`src/rtl/vga_box_pkg.sv`:
```
// Shared types, screen limits, palette and saturating axis arithmetic for the box engine.
package vga_box_pkg;

  localparam int unsigned H_ACTIVE_PIXEL_COUNT = 640;
  localparam int unsigned V_ACTIVE_LINE_COUNT  = 480;
  localparam int unsigned CNT_W                = 12;
  localparam int unsigned POS_W                = 11;
  localparam int unsigned ARITH_W              = 13;
  localparam int unsigned MAX_BOXES            = 8;

  typedef struct packed {
    logic [POS_W-1:0] x;
    logic [POS_W-1:0] y;
  } box_pos_t;

  // 1 = moving towards smaller coordinates on that axis
  typedef struct packed {
    logic neg_x;
    logic neg_y;
  } dir_t;

  typedef struct packed {
    logic [7:0] r;
    logic [7:0] g;
    logic [7:0] b;
  } rgb_t;

  // Per-box {normal, alternate} colour
  localparam rgb_t PALETTE [MAX_BOXES][2] = '{
    '{24'hFF0000, 24'h800000},
    '{24'h00FF00, 24'h008000},
    '{24'h0000FF, 24'h000080},
    '{24'hFFFF00, 24'h808000},
    '{24'hFF00FF, 24'h800080},
    '{24'h00FFFF, 24'h008080},
    '{24'hFF8000, 24'h804000},
    '{24'h8080FF, 24'h404080}
  };

  // Saturate a signed intermediate to [0, lim]
  function automatic logic [POS_W-1:0] clamp(input logic signed [ARITH_W-1:0] val,
                                             input logic [POS_W-1:0] lim);
    logic signed [ARITH_W-1:0] lim_s;
    lim_s = $signed(ARITH_W'(lim));
    if (val < $signed(ARITH_W'(0))) return '0;
    else if (val > lim_s) return lim;
    return val[POS_W-1:0];
  endfunction

  // Key-driven axis step; opposing keys cancel
  function automatic logic [POS_W-1:0] manual_axis(input logic [POS_W-1:0] pos,
                                                   input logic inc, input logic dec,
                                                   input logic [ARITH_W-1:0] step,
                                                   input logic [POS_W-1:0] lim);
    logic [ARITH_W-1:0] nxt;
    nxt = ARITH_W'(pos);
    if (inc && !dec) nxt = nxt + step;
    else if (dec && !inc) nxt = nxt - step;
    return clamp($signed(nxt), lim);
  endfunction

  // Wall-bounce axis step; returns {direction, position}, direction flips on reaching a wall
  function automatic logic [POS_W:0] bounce_axis(input logic [POS_W-1:0] pos, input logic neg,
                                                 input logic [ARITH_W-1:0] step,
                                                 input logic [POS_W-1:0] lim);
    logic signed [ARITH_W-1:0] nxt;
    nxt = neg ? $signed(ARITH_W'(pos) - step) : $signed(ARITH_W'(pos) + step);
    if (nxt <= $signed(ARITH_W'(0))) return {~neg, POS_W'(0)};
    else if (nxt >= $signed(ARITH_W'(lim))) return {~neg, lim};
    return {neg, nxt[POS_W-1:0]};
  endfunction

endpackage

```
`src/rtl/vga_box_if.sv`:
```
// Timing-generator / control inputs and pixel outputs of the box engine.
interface vga_box_if
  import vga_box_pkg::*;
#(
  parameter int unsigned N_BOXES = 4
);
  logic [CNT_W-1:0]   h_counter;
  logic [CNT_W-1:0]   v_counter;
  logic               v_sync;
  logic [N_BOXES-1:0] move_en;
  logic               auto_mode;
  logic               fast;
  logic [3:0]         key_n;
  logic [N_BOXES-1:0] alt_colour;
  logic [7:0]         red;
  logic [7:0]         green;
  logic [7:0]         blue;
  logic               collide;

  modport master (
    output h_counter, v_counter, v_sync, move_en, auto_mode, fast, key_n, alt_colour,
    input  red, green, blue, collide
  );

  modport slave (
    input  h_counter, v_counter, v_sync, move_en, auto_mode, fast, key_n, alt_colour,
    output red, green, blue, collide
  );
endinterface

```
`src/rtl/vga_box_mover.sv`:
```
// Position/direction state of one box, updated once per frame tick.
module vga_box_mover
  import vga_box_pkg::*;
#(
  parameter int unsigned IDX         = 0,
  parameter int unsigned BOX_W       = 64,
  parameter int unsigned BOX_H       = 48,
  parameter int unsigned STEP_SLOW   = 2,
  parameter int unsigned STEP_FAST   = 6,
  parameter int unsigned INIT_STRIDE = 96
) (
  input  logic       clk,
  input  logic       rst,
  input  logic       tick,
  input  logic       move_en,
  input  logic       auto_mode,
  input  logic       fast,
  input  logic [3:0] key_n,
  output box_pos_t   pos
);

  localparam logic [POS_W-1:0] XMAX   = POS_W'(H_ACTIVE_PIXEL_COUNT - BOX_W);
  localparam logic [POS_W-1:0] YMAX   = POS_W'(V_ACTIVE_LINE_COUNT - BOX_H);
  localparam logic [POS_W-1:0] INIT_X = clamp(ARITH_W'(IDX * INIT_STRIDE), XMAX);
  localparam logic [POS_W-1:0] INIT_Y = clamp(ARITH_W'(IDX * INIT_STRIDE), YMAX);

  dir_t               dir;
  dir_t               dir_nxt_c;
  box_pos_t           pos_nxt_c;
  logic [ARITH_W-1:0] step_c;
  logic [POS_W:0]     bx_c;
  logic [POS_W:0]     by_c;

  // Candidate next position for the current mode; key_n is {left,down,up,right}
  always_comb begin
    step_c    = fast ? ARITH_W'(STEP_FAST) : ARITH_W'(STEP_SLOW);
    bx_c      = bounce_axis(pos.x, dir.neg_x, step_c, XMAX);
    by_c      = bounce_axis(pos.y, dir.neg_y, step_c, YMAX);
    pos_nxt_c = pos;
    dir_nxt_c = dir;
    if (auto_mode) begin
      pos_nxt_c.x     = bx_c[POS_W-1:0];
      pos_nxt_c.y     = by_c[POS_W-1:0];
      dir_nxt_c.neg_x = bx_c[POS_W];
      dir_nxt_c.neg_y = by_c[POS_W];
    end else begin
      pos_nxt_c.x = manual_axis(pos.x, ~key_n[0], ~key_n[3], step_c, XMAX);
      pos_nxt_c.y = manual_axis(pos.y, ~key_n[2], ~key_n[1], step_c, YMAX);
    end
  end

  // Commit on the frame tick only; a disabled box keeps position and direction
  always_ff @(posedge clk) begin
    if (!rst) begin
      pos <= '{x: INIT_X, y: INIT_Y};
      dir <= '0;
    end else if (tick && move_en) begin
      pos <= pos_nxt_c;
      dir <= dir_nxt_c;
    end
  end

endmodule

```
`src/rtl/vga_box_engine.sv`:
```
// N-box sprite engine: per-frame movement, fixed-priority compositing, collision flag.
// Optional build macro VGA_BOX_OUTLINE_EN draws a 2-pixel white ring around each box.
module vga_box_engine
  import vga_box_pkg::*;
#(
  parameter int unsigned N_BOXES     = 4,
  parameter int unsigned BOX_W       = 64,
  parameter int unsigned BOX_H       = 48,
  parameter int unsigned STEP_SLOW   = 2,
  parameter int unsigned STEP_FAST   = 6,
  parameter int unsigned INIT_STRIDE = 96
) (
  input  logic     clk,
  input  logic     rst,
  vga_box_if.slave bus
);

  logic     v_sync_q;
  logic     tick_c;
  logic     coll_acc;
  logic     multi_c;
  rgb_t     pix_c;
  box_pos_t pos [N_BOXES];

  // Frame tick: first cycle v_sync is seen high
  always_comb begin
    tick_c = bus.v_sync & ~v_sync_q;
  end

  for (genvar i = 0; i < int'(N_BOXES); i++) begin : g_box
    vga_box_mover #(
      .IDX         (i),
      .BOX_W       (BOX_W),
      .BOX_H       (BOX_H),
      .STEP_SLOW   (STEP_SLOW),
      .STEP_FAST   (STEP_FAST),
      .INIT_STRIDE (INIT_STRIDE)
    ) u_mover (
      .clk       (clk),
      .rst       (rst),
      .tick      (tick_c),
      .move_en   (bus.move_en[i]),
      .auto_mode (bus.auto_mode),
      .fast      (bus.fast),
      .key_n     (bus.key_n),
      .pos       (pos[i])
    );
  end

  // Hit test, lowest-index priority and >=2-hit detection for the current pixel
  always_comb begin : pix_mux
    logic               active;
    logic               seen;
    logic               hit;
    logic [ARITH_W-1:0] h_e;
    logic [ARITH_W-1:0] v_e;
    logic [ARITH_W-1:0] x_e;
    logic [ARITH_W-1:0] y_e;
    pix_c   = '0;
    multi_c = 1'b0;
    seen    = 1'b0;
    h_e     = ARITH_W'(bus.h_counter);
    v_e     = ARITH_W'(bus.v_counter);
    active  = (h_e < ARITH_W'(H_ACTIVE_PIXEL_COUNT)) && (v_e < ARITH_W'(V_ACTIVE_LINE_COUNT));
    for (int i = int'(N_BOXES) - 1; i >= 0; i--) begin
      x_e = ARITH_W'(pos[i].x);
      y_e = ARITH_W'(pos[i].y);
      hit = active && (h_e >= x_e) && (h_e < x_e + ARITH_W'(BOX_W)) &&
            (v_e >= y_e) && (v_e < y_e + ARITH_W'(BOX_H));
      multi_c = multi_c | (seen & hit);
      seen    = seen | hit;
      if (hit) begin
        pix_c = PALETTE[i][bus.alt_colour[i]];
`ifdef VGA_BOX_OUTLINE_EN
        if ((h_e < x_e + ARITH_W'(2)) || (h_e >= x_e + ARITH_W'(BOX_W - 2)) ||
            (v_e < y_e + ARITH_W'(2)) || (v_e >= y_e + ARITH_W'(BOX_H - 2))) begin
          pix_c = 24'hFFFFFF;
        end
`endif
      end
    end
  end

  // Registered RGB, tick history and per-frame collision accumulator
  always_ff @(posedge clk) begin
    if (!rst) begin
      bus.red     <= '0;
      bus.green   <= '0;
      bus.blue    <= '0;
      bus.collide <= 1'b0;
      coll_acc    <= 1'b0;
      v_sync_q    <= 1'b0;
    end else begin
      bus.red   <= pix_c.r;
      bus.green <= pix_c.g;
      bus.blue  <= pix_c.b;
      v_sync_q  <= bus.v_sync;
      if (tick_c) begin
        bus.collide <= coll_acc;
        coll_acc    <= multi_c;
      end else begin
        coll_acc <= coll_acc | multi_c;
      end
    end
  end

endmodule

```
`src/flat_wrapper.sv`:
```
// flat-port wrapper written by rule: the top's interface ports become plain ports
module vga_box_engine_flat import vga_box_pkg::*;
#(
  parameter int unsigned N_BOXES     = 4,
  parameter int unsigned BOX_W       = 64,
  parameter int unsigned BOX_H       = 48,
  parameter int unsigned STEP_SLOW   = 2,
  parameter int unsigned STEP_FAST   = 6,
  parameter int unsigned INIT_STRIDE = 96
)
  (clk, rst, bus_h_counter, bus_v_counter, bus_v_sync, bus_move_en, bus_auto_mode, bus_fast, bus_key_n, bus_alt_colour, bus_red, bus_green, bus_blue, bus_collide);
  vga_box_if #(.N_BOXES(N_BOXES)) bus_i ();
  input  logic clk;
  input  logic rst;
  input wire logic [$bits(bus_i.h_counter)-1:0] bus_h_counter;
  input wire logic [$bits(bus_i.v_counter)-1:0] bus_v_counter;
  input wire logic [$bits(bus_i.v_sync)-1:0] bus_v_sync;
  input wire logic [$bits(bus_i.move_en)-1:0] bus_move_en;
  input wire logic [$bits(bus_i.auto_mode)-1:0] bus_auto_mode;
  input wire logic [$bits(bus_i.fast)-1:0] bus_fast;
  input wire logic [$bits(bus_i.key_n)-1:0] bus_key_n;
  input wire logic [$bits(bus_i.alt_colour)-1:0] bus_alt_colour;
  output wire logic [$bits(bus_i.red)-1:0] bus_red;
  output wire logic [$bits(bus_i.green)-1:0] bus_green;
  output wire logic [$bits(bus_i.blue)-1:0] bus_blue;
  output wire logic [$bits(bus_i.collide)-1:0] bus_collide;
  assign bus_i.h_counter = bus_h_counter;
  assign bus_i.v_counter = bus_v_counter;
  assign bus_i.v_sync = bus_v_sync;
  assign bus_i.move_en = bus_move_en;
  assign bus_i.auto_mode = bus_auto_mode;
  assign bus_i.fast = bus_fast;
  assign bus_i.key_n = bus_key_n;
  assign bus_i.alt_colour = bus_alt_colour;
  assign bus_red = bus_i.red;
  assign bus_green = bus_i.green;
  assign bus_blue = bus_i.blue;
  assign bus_collide = bus_i.collide;
  vga_box_engine #(.N_BOXES(N_BOXES), .BOX_W(BOX_W), .BOX_H(BOX_H), .STEP_SLOW(STEP_SLOW), .STEP_FAST(STEP_FAST), .INIT_STRIDE(INIT_STRIDE)) u_core (.clk(clk), .rst(rst), .bus(bus_i));
endmodule
```
`config.mk`:
```
export PLATFORM = sky130hd
export DESIGN_NAME = vga_box_engine_flat
export DESIGN_NICKNAME = d
export VERILOG_FILES = /design/src/rtl/vga_box_pkg.sv /design/src/rtl/vga_box_if.sv /design/src/rtl/vga_box_mover.sv /design/src/rtl/vga_box_engine.sv /design/src/flat_wrapper.sv
export SDC_FILE = /design/constraint.sdc
export NUM_CORES = 1
export LEC_CHECK = 0
export CORE_MARGIN = 4
export CORE_UTILIZATION = 25
export CTS_CLUSTER_DIAMETER = 40
export DETAILED_ROUTE_END_ITERATION = 12
export DONT_BUFFER_PORTS = 1
export SLEW_MARGIN = 0
export SYNTH_ARGS = -nofsm -noshare
export SYNTH_HDL_FRONTEND = slang
export SYNTH_SLANG_ARGS = --single-unit
export TNS_END_PERCENT = 20
```
`constraint.sdc`:
```
create_clock -name clk -period 8.6 [get_ports clk]
set_clock_uncertainty 0.1 [all_clocks]
set_input_delay 2.15 -clock clk [delete_from_list [all_inputs] [get_ports clk]]
set_output_delay 2.15 -clock clk [all_outputs]
set_load 0.01 [all_outputs]
```
; Word level (Yosys, flattened, before mapping)
; Cells that the tools add are included.
[word_totals]
romBits = 0
mem_bits_rw = 0
output_inout_bits = 25
input_bits = 41
wordCells = 301
n_memories = 0
latchBits = 0
ff_bits = 123
[op_classes]
magnitude_cmp = 54
mul = 0
eq_ne = 0
n_mux = 142
reduce_logical = 33
n_addsub = 24
n_bitwise = 26
div = 0
n_shift = 0
[ops]
columns = operator, count
row1 = 13-bit two-way mux, 32
row2 = 11-bit two-way mux, 32
row3 = 24-bit two-way mux, 12
row4 = 12-bit two-way mux, 16
row5 = 11-bit by 13-bit adder with 13-bit output, 8
row6 = "13-bit by 1-bit <= comparator with 1-bit output, second input constant", 8
row7 = 12-bit by 13-bit less-than comparator with 1-bit output, 8
row8 = "13-bit by 1-bit less-than comparator with 1-bit output, second input constant", 8
row9 = 11-bit by 13-bit subtractor with 13-bit output, 8
row10 = 12-bit by 11-bit greater-or-equal comparator with 1-bit output, 8
row11 = 22-bit two-way mux, 4
row12 = "13-bit by 10-bit greater-or-equal comparator with 1-bit output, second input constant", 4
row13 = "13-bit by 11-bit greater-or-equal comparator with 1-bit output, second input constant", 4
row14 = "13-bit by 10-bit greater-than comparator with 1-bit output, second input constant", 4
row15 = "13-bit by 11-bit greater-than comparator with 1-bit output, second input constant", 4
row16 = "11-bit by 6-bit adder with 12-bit output, second input constant", 4
row17 = "11-bit by 7-bit adder with 12-bit output, second input constant", 4
row18 = 23-bit two-way mux, 2
row19 = 1-bit two-way mux, 41
row20 = 1-bit logical AND, 25
row21 = 3-bit AND reduction, 8
row22 = 15-bit two-way mux, 1
row23 = 1-bit NOT, 13
row24 = "12-bit by 10-bit less-than comparator with 1-bit output, second input constant", 1
row25 = other kinds (7), 20

; Depth between registers and ports, before layout
[depth]
word_depth = 12
ltp_mapped = 15
depth_no_buf = 14

; By module
; Synthesis repeated with hierarchy kept, for this count alone.
[unflattened]
cells_unflattened = 2175
area_unflattened_um2 = 16250.6
[by_module_without_submodules]
columns = mod, n_inst, seq_area_each_um2, area_per_inst_um2, cells_per_inst
row1 = vga_box_engine, 1, 180.2, 4660.7, 611
row2 = vga_box_mover at u_core.g_box[1].u_mover, 1, 440.4, 3007.9, 411
row3 = vga_box_mover at u_core.g_box[3].u_mover, 1, 440.4, 3000.4, 416
row4 = vga_box_mover at u_core.g_box[2].u_mover, 1, 440.4, 2911.5, 373
row5 = vga_box_mover at u_core.g_box[0].u_mover, 1, 440.4, 2670.1, 364

; Worst setup path before layout
; OpenSTA, ideal clock, no wires.
[synth_timing]
path_kind = input-to-reg
start = input port bus_fast
end = register, netlist name u_core.g_box[3].u_mover.pos[18]
setup_time_ns = 0.086
path_slack_ns = 3.278
t_arrival_ns = 5.135
cell_stages = 10
path_buffers = 0
required_ns = 8.414
path_cell_list = inv_1 > ha_1 > a21oi_1 > nand3_2 > or3_1 > a21oi_1 > mux2_2 > a21bo_1 > or4b_1 > a221oi_2
[synth_between]
elab_chain_len = 11
word_cells_on_any_way = 21
classes_between = 2 x add/sub / 4 x order compare / 15 x mux
[synth_rtl]
columns = item, line
row1 = from (decl), flat_wrapper.sv:20  ; input wire logic [$bits(bus_i.fast)-1:0] bus_fast;
row2 = 3-bit two-way mux *, vga_box_mover.sv:36  ; step_c = fast ? ARITH_W'(STEP_FAST) : ARITH_W'(STEP_SLOW);
row3 = 11-bit by 13-bit subtractor with 13-bit output, "vga_box_pkg.sv:58, vga_box_pkg.sv:67"
row4 = 13-bit two-way mux, vga_box_pkg.sv:58  ; else if (dec && !inc) nxt = nxt - step;
row5 = 13-bit two-way mux, vga_box_pkg.sv:57  ; if (inc && !dec) nxt = nxt + step;
row6 = 13-bit two-way mux, vga_box_mover.sv:41  ; if (auto_mode) begin
row7 = 13-bit by 11-bit greater-than comparator with 1-bit output, vga_box_pkg.sv:46  ; else if (val > lim_s) return lim;
row8 = 1-bit two-way mux, vga_box_pkg.sv:46
row9 = 1-bit two-way mux, vga_box_pkg.sv:45  ; if (val < $signed(ARITH_W'(0))) return '0;
row10 = 1-bit two-way mux, vga_box_mover.sv:41
row11 = 11-bit two-way mux, vga_box_pkg.sv:47  ; return val[POS_W-1:0];
row12 = 22-bit two-way mux *, vga_box_mover.sv:41
; Mark *: on every way between the ends. The rest lies on a longest branch, timed or not. The select of a mux whose other input is x is not followed.
; A chain may end at the register's enable or synchronous reset.

; Worst setup path in the final report
[layout_timing]
start = input port bus_fast
end = register, netlist name u_core.g_box[0].u_mover.pos[3]
[layout_between]
elab_chain_len = 11
word_cells_on_any_way = 21
classes_between = 2 x add/sub / 4 x order compare / 15 x mux
[layout_rtl]
columns = item, line
row1 = 3-bit two-way mux *, vga_box_mover.sv:36
row2 = 11-bit by 13-bit subtractor with 13-bit output, "vga_box_pkg.sv:58, vga_box_pkg.sv:67"
row3 = 13-bit two-way mux, vga_box_pkg.sv:58
row4 = 13-bit two-way mux, vga_box_pkg.sv:57
row5 = 13-bit two-way mux, vga_box_mover.sv:41
row6 = 13-bit by 10-bit greater-than comparator with 1-bit output, vga_box_pkg.sv:46
row7 = 1-bit two-way mux, vga_box_pkg.sv:46
row8 = 1-bit two-way mux, vga_box_pkg.sv:45
row9 = 1-bit two-way mux, vga_box_mover.sv:41
row10 = 11-bit two-way mux, vga_box_pkg.sv:47
row11 = 22-bit two-way mux *, vga_box_mover.sv:41
; Marked as above.

==> results_dict.tcl <==
set metrics [dict create \
    outcome "finished, final reports clean" \
    synthArstFlopShare 0 \
    instances_no_fill 2691 \
    root_buffer "clkbuf_16" \
    path_class "input pin to register" \
    worst_setup_path_end_kind "register" \
    yosys-top-cells-area "ha_1 14%, dfxtp_1 13%, xnor2_1 7.3%" \
    cap_violations 0 \
    p_clk_frac 0.308 \
    place_inst 2674 \
    fin_ws_ps 2930 \
    clockBufferDepth 2 \
    drt_iter0_markers 1500 \
    die_h_um 253 \
    hpwl_um 38700 \
    cp_slowest_cell "a211oi_1" \
    postRouteAntennaNets 0 \
    start_util 0.254 \
    num-fill-cells 6512 \
    viasPerCell 5.78 \
    synth.most_common_cell "ha_1" \
    antenna_found_initial 2 \
    worstSkewPairLatency_ps 400 \
    path_delay_family "compound AO/OA/AOI/OAI gates" \
    start_kind "input pin" \
    gr-total-overflow 0 \
    cts_resized 0 \
    syn_area_um2 15100 \
    p_seq_frac 0.326 \
    ys_ff_latch 97 \
    hold_path.class "register to register" \
    num_rows 89 \
    crit_chain "inv_1 -> buf_4 -> ha_1 -> a211oi_1 -> nand3_1 -> nor4_1 -> o211ai_1 -> o221ai_1 -> nor3_1 -> a21o_1 -> a32o_1" \
    drt_wl_total_um 52600 \
    path_clk_slew_ps 90 \
    drive_gt1_frac 0.0417 \
    cts_buffers 9 \
    comb_power_share 0.366 \
    drv_slew 0 \
    setup_viol 0 \
    p_leak_uw 0.00551 \
    fmax_ghz 0.176 \
    drt-pass1-iter-count 6 \
    grt_pass1_wl_um 82700 \
    cts_tree "built" \
    dieWidth_um 253 \
    netlist_instances 2023 \
    ios 66 \
    area_growth_syn_to_layout_pct 5.10 \
    synth_common_cells "168 x ha_1, 151 x o21ai_0, 141 x nand2_1" \
    htree_levels 3 \
    place_ws_ps 2640 \
    finalCritPeriodShare 0.660 \
    cp.required_ps 8790 \
    grt_pass1_vias 14500 \
    synth_edf_count 0 \
    synth_top_area_frac 0.140 \
    post_cts_buffers 0 \
    cp.arrival_ps 5860 \
    intPower_uw 970 \
    cts.sinks 97 \
    place_congestion 0.914 \
    yosysUniqueCellTypes 100 \
    finalPower_uw 1590 \
    power.density_nw_per_um2 101 \
    vias 15500 \
    dieArea_um2 64200 \
    rsz0062_at_grt "false" \
    worst-slew-pin-transition_ps 1160 \
    irDropWorstVdd_mv 0.104 \
    synth.yosys.seq_area_share 0.129 \
    yosysTopAreaCell "ha_1" \
    synth_flop_cell "dfxtp_1" \
    syn-mean-instance-area_um2 7.44 \
    netSwitchingPower_uw 622 \
    core_area_um2 59400 \
    wl_per_cell_um 19.5 \
    grt_util_all_layers 0.160 \
    fin_nets 2137 \
    drc 0 \
    critPathMaxFanout 13 \
    portBuffers 0 \
    cp.buffers_inverters 2 \
    fin_setup_tns_ps 0 \
    ys_warn_count 0 \
    fin_crit_ps 5670 \
    max_stage_delay_ps 670 \
    synthesis.nets 2248 \
    cts_hold_buf 0 \
    relSlewSlack 0.209 \
    hold_viol 0 \
    r2r_slack_ps 4380 \
    sw_frac_of_total 0.390 \
    grt_max_degree 66 \
]
## sequential cells by signal, indices dropped and copies added, names as in the netlist
| name | count |
|---|---|
| u_core.bus.blue | 2 |
| u_core.bus.collide | 1 |
| u_core.bus.red | 2 |
| u_core.g_box.u_mover.pos | 80 |
| u_core.bus.green | 2 |
| u_core.g_box.u_mover.dir | 8 |
| u_core.coll_acc | 1 |
| u_core.v_sync_q | 1 |
## placed cells by master (no fill, tap or decap), drive strengths merged, types with 42 or more instances in the layout
cell / instances
ha: 168
o21ai: 155
nand2: 141
xnor2: 125
a21oi: 116
inv: 109
nor2: 108
dfxtp: 97
nand3: 84
nor3: 72
a31oi: 43
o211ai: 42
## worst reg2reg max path, stage by stage, from the launching register on
cell       delay, ps
dfxtp_1          490
ha_1             320
and3_1           260
xnor2_1          150
ha_1             290
a21o_1           170
a211o_1          290
a2111oi_0        910
and4_1           340
o21ai_0          170
o22ai_1          290
nor4_1           160
nor2b_1          210
## per-stage QoR
stage	utilization	area [µm²]	hold WS, ps
floorplan	-	15100	356
global placement	0.261	15500	389
detailed placement	0.261	15500	389
CTS	0.267	15800	420
global route	0.267	15800	475
finish	0.267	15800	424
## kinds of logic after synthesis
family                     Yosys count  share of synthesized area
DFF                                 97                      0.129
xor gates and xnor gates           138                     0.0803
AOI/OAI and AO/OA                  681                      0.315
adders and majority gates          184                      0.161
muxes                               22                     0.0156
and+or+nand+nor                    649                      0.228
buffers and inverters              252                     0.0716
## power by group through the flow
stage / sequential, µW / clock [µW] / combinational, µW
after floorplan: 496 / 0 / 468
after global placement: 528 / 0 / 565
after detailed placement: 527 / 0 / 569
after CTS: 517 / 504 / 573
after global routing: 524 / 519 / 650
final: 519 / 490 / 583
## routing by layer
layer	up-vias	routed length (µm)	share of wire	GRT usage
met1	7291	23300	0.44	0.221
met2	713	22300	0.42	0.242
met5	-	0	0	0
met4	0	1880	0.036	0.0630
met3	106	5200	0.099	0.0383
li1	7438	-	-	-
## area by class of cell
type	count	area, µm²	area share
clock buffers	11	253	0.0160
well taps	773	967	0.0611
diodes	1	2.50	0.000158
multi-input cells	1674	12000	0.761
repair buffers	14	105	0.00664
inverters	116	435	0.0275
clock inverters	5	77.6	0.00490
flip-flops and latches	97	1940	0.123
## path summary, 6_finish.rpt
check | from | endpoint | cells past startpoint
worst min-delay path | u_core.coll_acc | u_core.bus.collide | 2
worst max-delay path | bus_fast | u_core.g_box[0].u_mover.pos[3] | 11
worst min register to register | u_core.coll_acc | u_core.bus.collide | 2
worst max register to register | u_core.g_box[0].u_mover.pos[18] | u_core.bus.blue[5] | 12
Power figures use the tool's default switching activity.
==> RTL edit, RTL diff (config.mk and constraints unchanged) <==
The package constant `ARITH_W` goes from 13 to 26.
--- a/src/rtl/vga_box_pkg.sv
+++ b/src/rtl/vga_box_pkg.sv
@@ -5,7 +5,7 @@
   localparam int unsigned V_ACTIVE_LINE_COUNT  = 480;
   localparam int unsigned CNT_W                = 12;
   localparam int unsigned POS_W                = 11;
-  localparam int unsigned ARITH_W              = 13;
+  localparam int unsigned ARITH_W              = 26;
   localparam int unsigned MAX_BOXES            = 8;
 
   typedef struct packed {
Function: not settled (the Yosys comparison gave no result); the edit may change what the design does.
==> RTL edit against the unedited design <==
Sequential cell count unchanged; count of clock-buffer cells in the layout decreased by 1; power decreased by 1.9%; sequential power about the same; worst setup slack got worse by 0.30 ns; synthesized area increased by 0.64%; cell area increased by 0.17%; wire length decreased by 3.4%; critical path type unchanged; largest power group unchanged.
==> RTL edit: results (changes against the unedited design) <==
| Metric | Value |
|---|---|
| # setup viols final | 0 (unchanged) |
| CP arrival | 6.09 ns (+0.23 ns) |
| Initial antenna violation count | 1 (-1) |
| Total number of vias | 15,500 (-0.55%) |
| Pre-CTS setup slack | 2.35 ns (-0.288 ns) |
| Capturing point of the worst reg2reg path | u_core.coll_acc$_SDFF_PN0_ |
| Critical Path Fanout Max | 18 (+5) |
| Routed length on met1 | 22,400 µm (-3.8%) |
| Placed cell areas | 15,500 µm² (+0.15%) |
| DP Cell Count | 2,663 (-0.41%) |
| Top cells by area, synth | ha_1, dfxtp_1, xnor2_1 |
| Synth Area in Adders | 16.1% (-0.036 points) |
| Routed len/inst | 19.0 µm (-2.9%) |
| Synth cell count leaders | ha_1, nand2_1, xnor2_1 |
| Fmax | 168 MHz (-5.0%) |
| Maximum number of pins on one net before global-route repair | 63 (-4.5%) |
| Diodes inserted | 0 (-1) |
| Pre-antenna DRT Iters | 5 (-1) |
| Post-Synth XOR/XNOR Area | 7.75% (-0.28 points) |
| CTS resizes | 0 (unchanged) |
| Seq/Total Area, Yosys | 12.8% (-0.082 points) |
| Hold WS | 0.389 ns (-0.0346 ns) |
| R2R Setup Slk | 4.52 ns (+0.14 ns) |
| Worst reg2reg path startpoint | u_core.g_box[0].u_mover.pos[17]$_SDFFE_PN0P_ |
| M2 GR Usage | 24.8% (+0.61 points) |
| Vias in the first global route | 14,300 (-1.3%) |
| Worst-margin pin slew | 0.938 ns (-0.218 ns) |
| Synth Instances | 2,017 (-0.30%) |
| HPWL after DPL | 37,900 µm (-2.1%) |
| Metal3 WL | 3820 µm (-27%) |
| Status | completed |
| Worst vdd ir | 0.0685 mV (-34%) |
| Share of cells above drive strength 1 | 4.46% (+0.29 points) |
| WL final | 50,800 µm (-3.4%) |
| First DRT Iteration DRCs | 1,645 (+9.7%) |
| CP top delay family | simple AND/OR/NAND/NOR gates |
| WHS Endpoint | u_core.coll_acc$_SDFF_PN0_ |
| Synth Area in Compound Gates | 29.8% (-1.7 points) |
| CP max stage cell | nor4_1 |
| Met2 WL | 23,100 µm (+3.7%) |
| First-pass GRT wire length | 80,400 µm (-2.8%) |
| M1 GR Usage | 20.8% (-1.3 points) |
| Post-layout net count | 2,126 (-0.51%) |
| Clock tree buffer depth | 2 (unchanged) |
| Mux share of post-synthesis cell area | 2.32% (+0.76 points) |
| Slowest stage delay, CP | 0.67 ns (about the same) |
| R2R depth | 11 (-1) |
| Synth Net Count | 2,242 (-0.27%) |
| Worst setup path endpoint | u_core.g_box[1].u_mover.pos[15]$_SDFFE_PN0P_ |
-- RTL edit: report_power, final --
group          switching, mW  leakage, nW  internal [mW]
logic                  0.333         4.40          0.224
clock network          0.217        0.166          0.269
registers             0.0513        0.790          0.468
-- RTL edit: layout make-up --
class / count / area, µm²
Clock inverter: 6 / 97.6
Fill cell: 6523 / 43600
Inverter: 111 / 417
Clock buffer: 10 / 239
Tap cell: 773 / 967
Sequential cell: 97 / 1940
Multi-Input combinational cell: 1669 / 12100
Timing Repair Buffer: 13 / 97.6
-- RTL edit: worst min-delay path: cells and delay by family, from the launching register on --
kind             cells  cell delay, ns
AND/OR/NAND/NOR      1            0.07
AO/OA/AOI/OAI        1            0.05
flip-flops           1            0.32
-- RTL edit: logic make-up (layout without fill, tap and decap cells) --
group	Yosys count	after routing
buffers and inverters	251	140
AO/OA/AOI/OAI	642	642
multiplexers	32	32
XOR/XNOR	134	134
adder cells (fa/ha/maj)	185	185
flip-flops	97	97
AND/OR/NAND/NOR	676	676
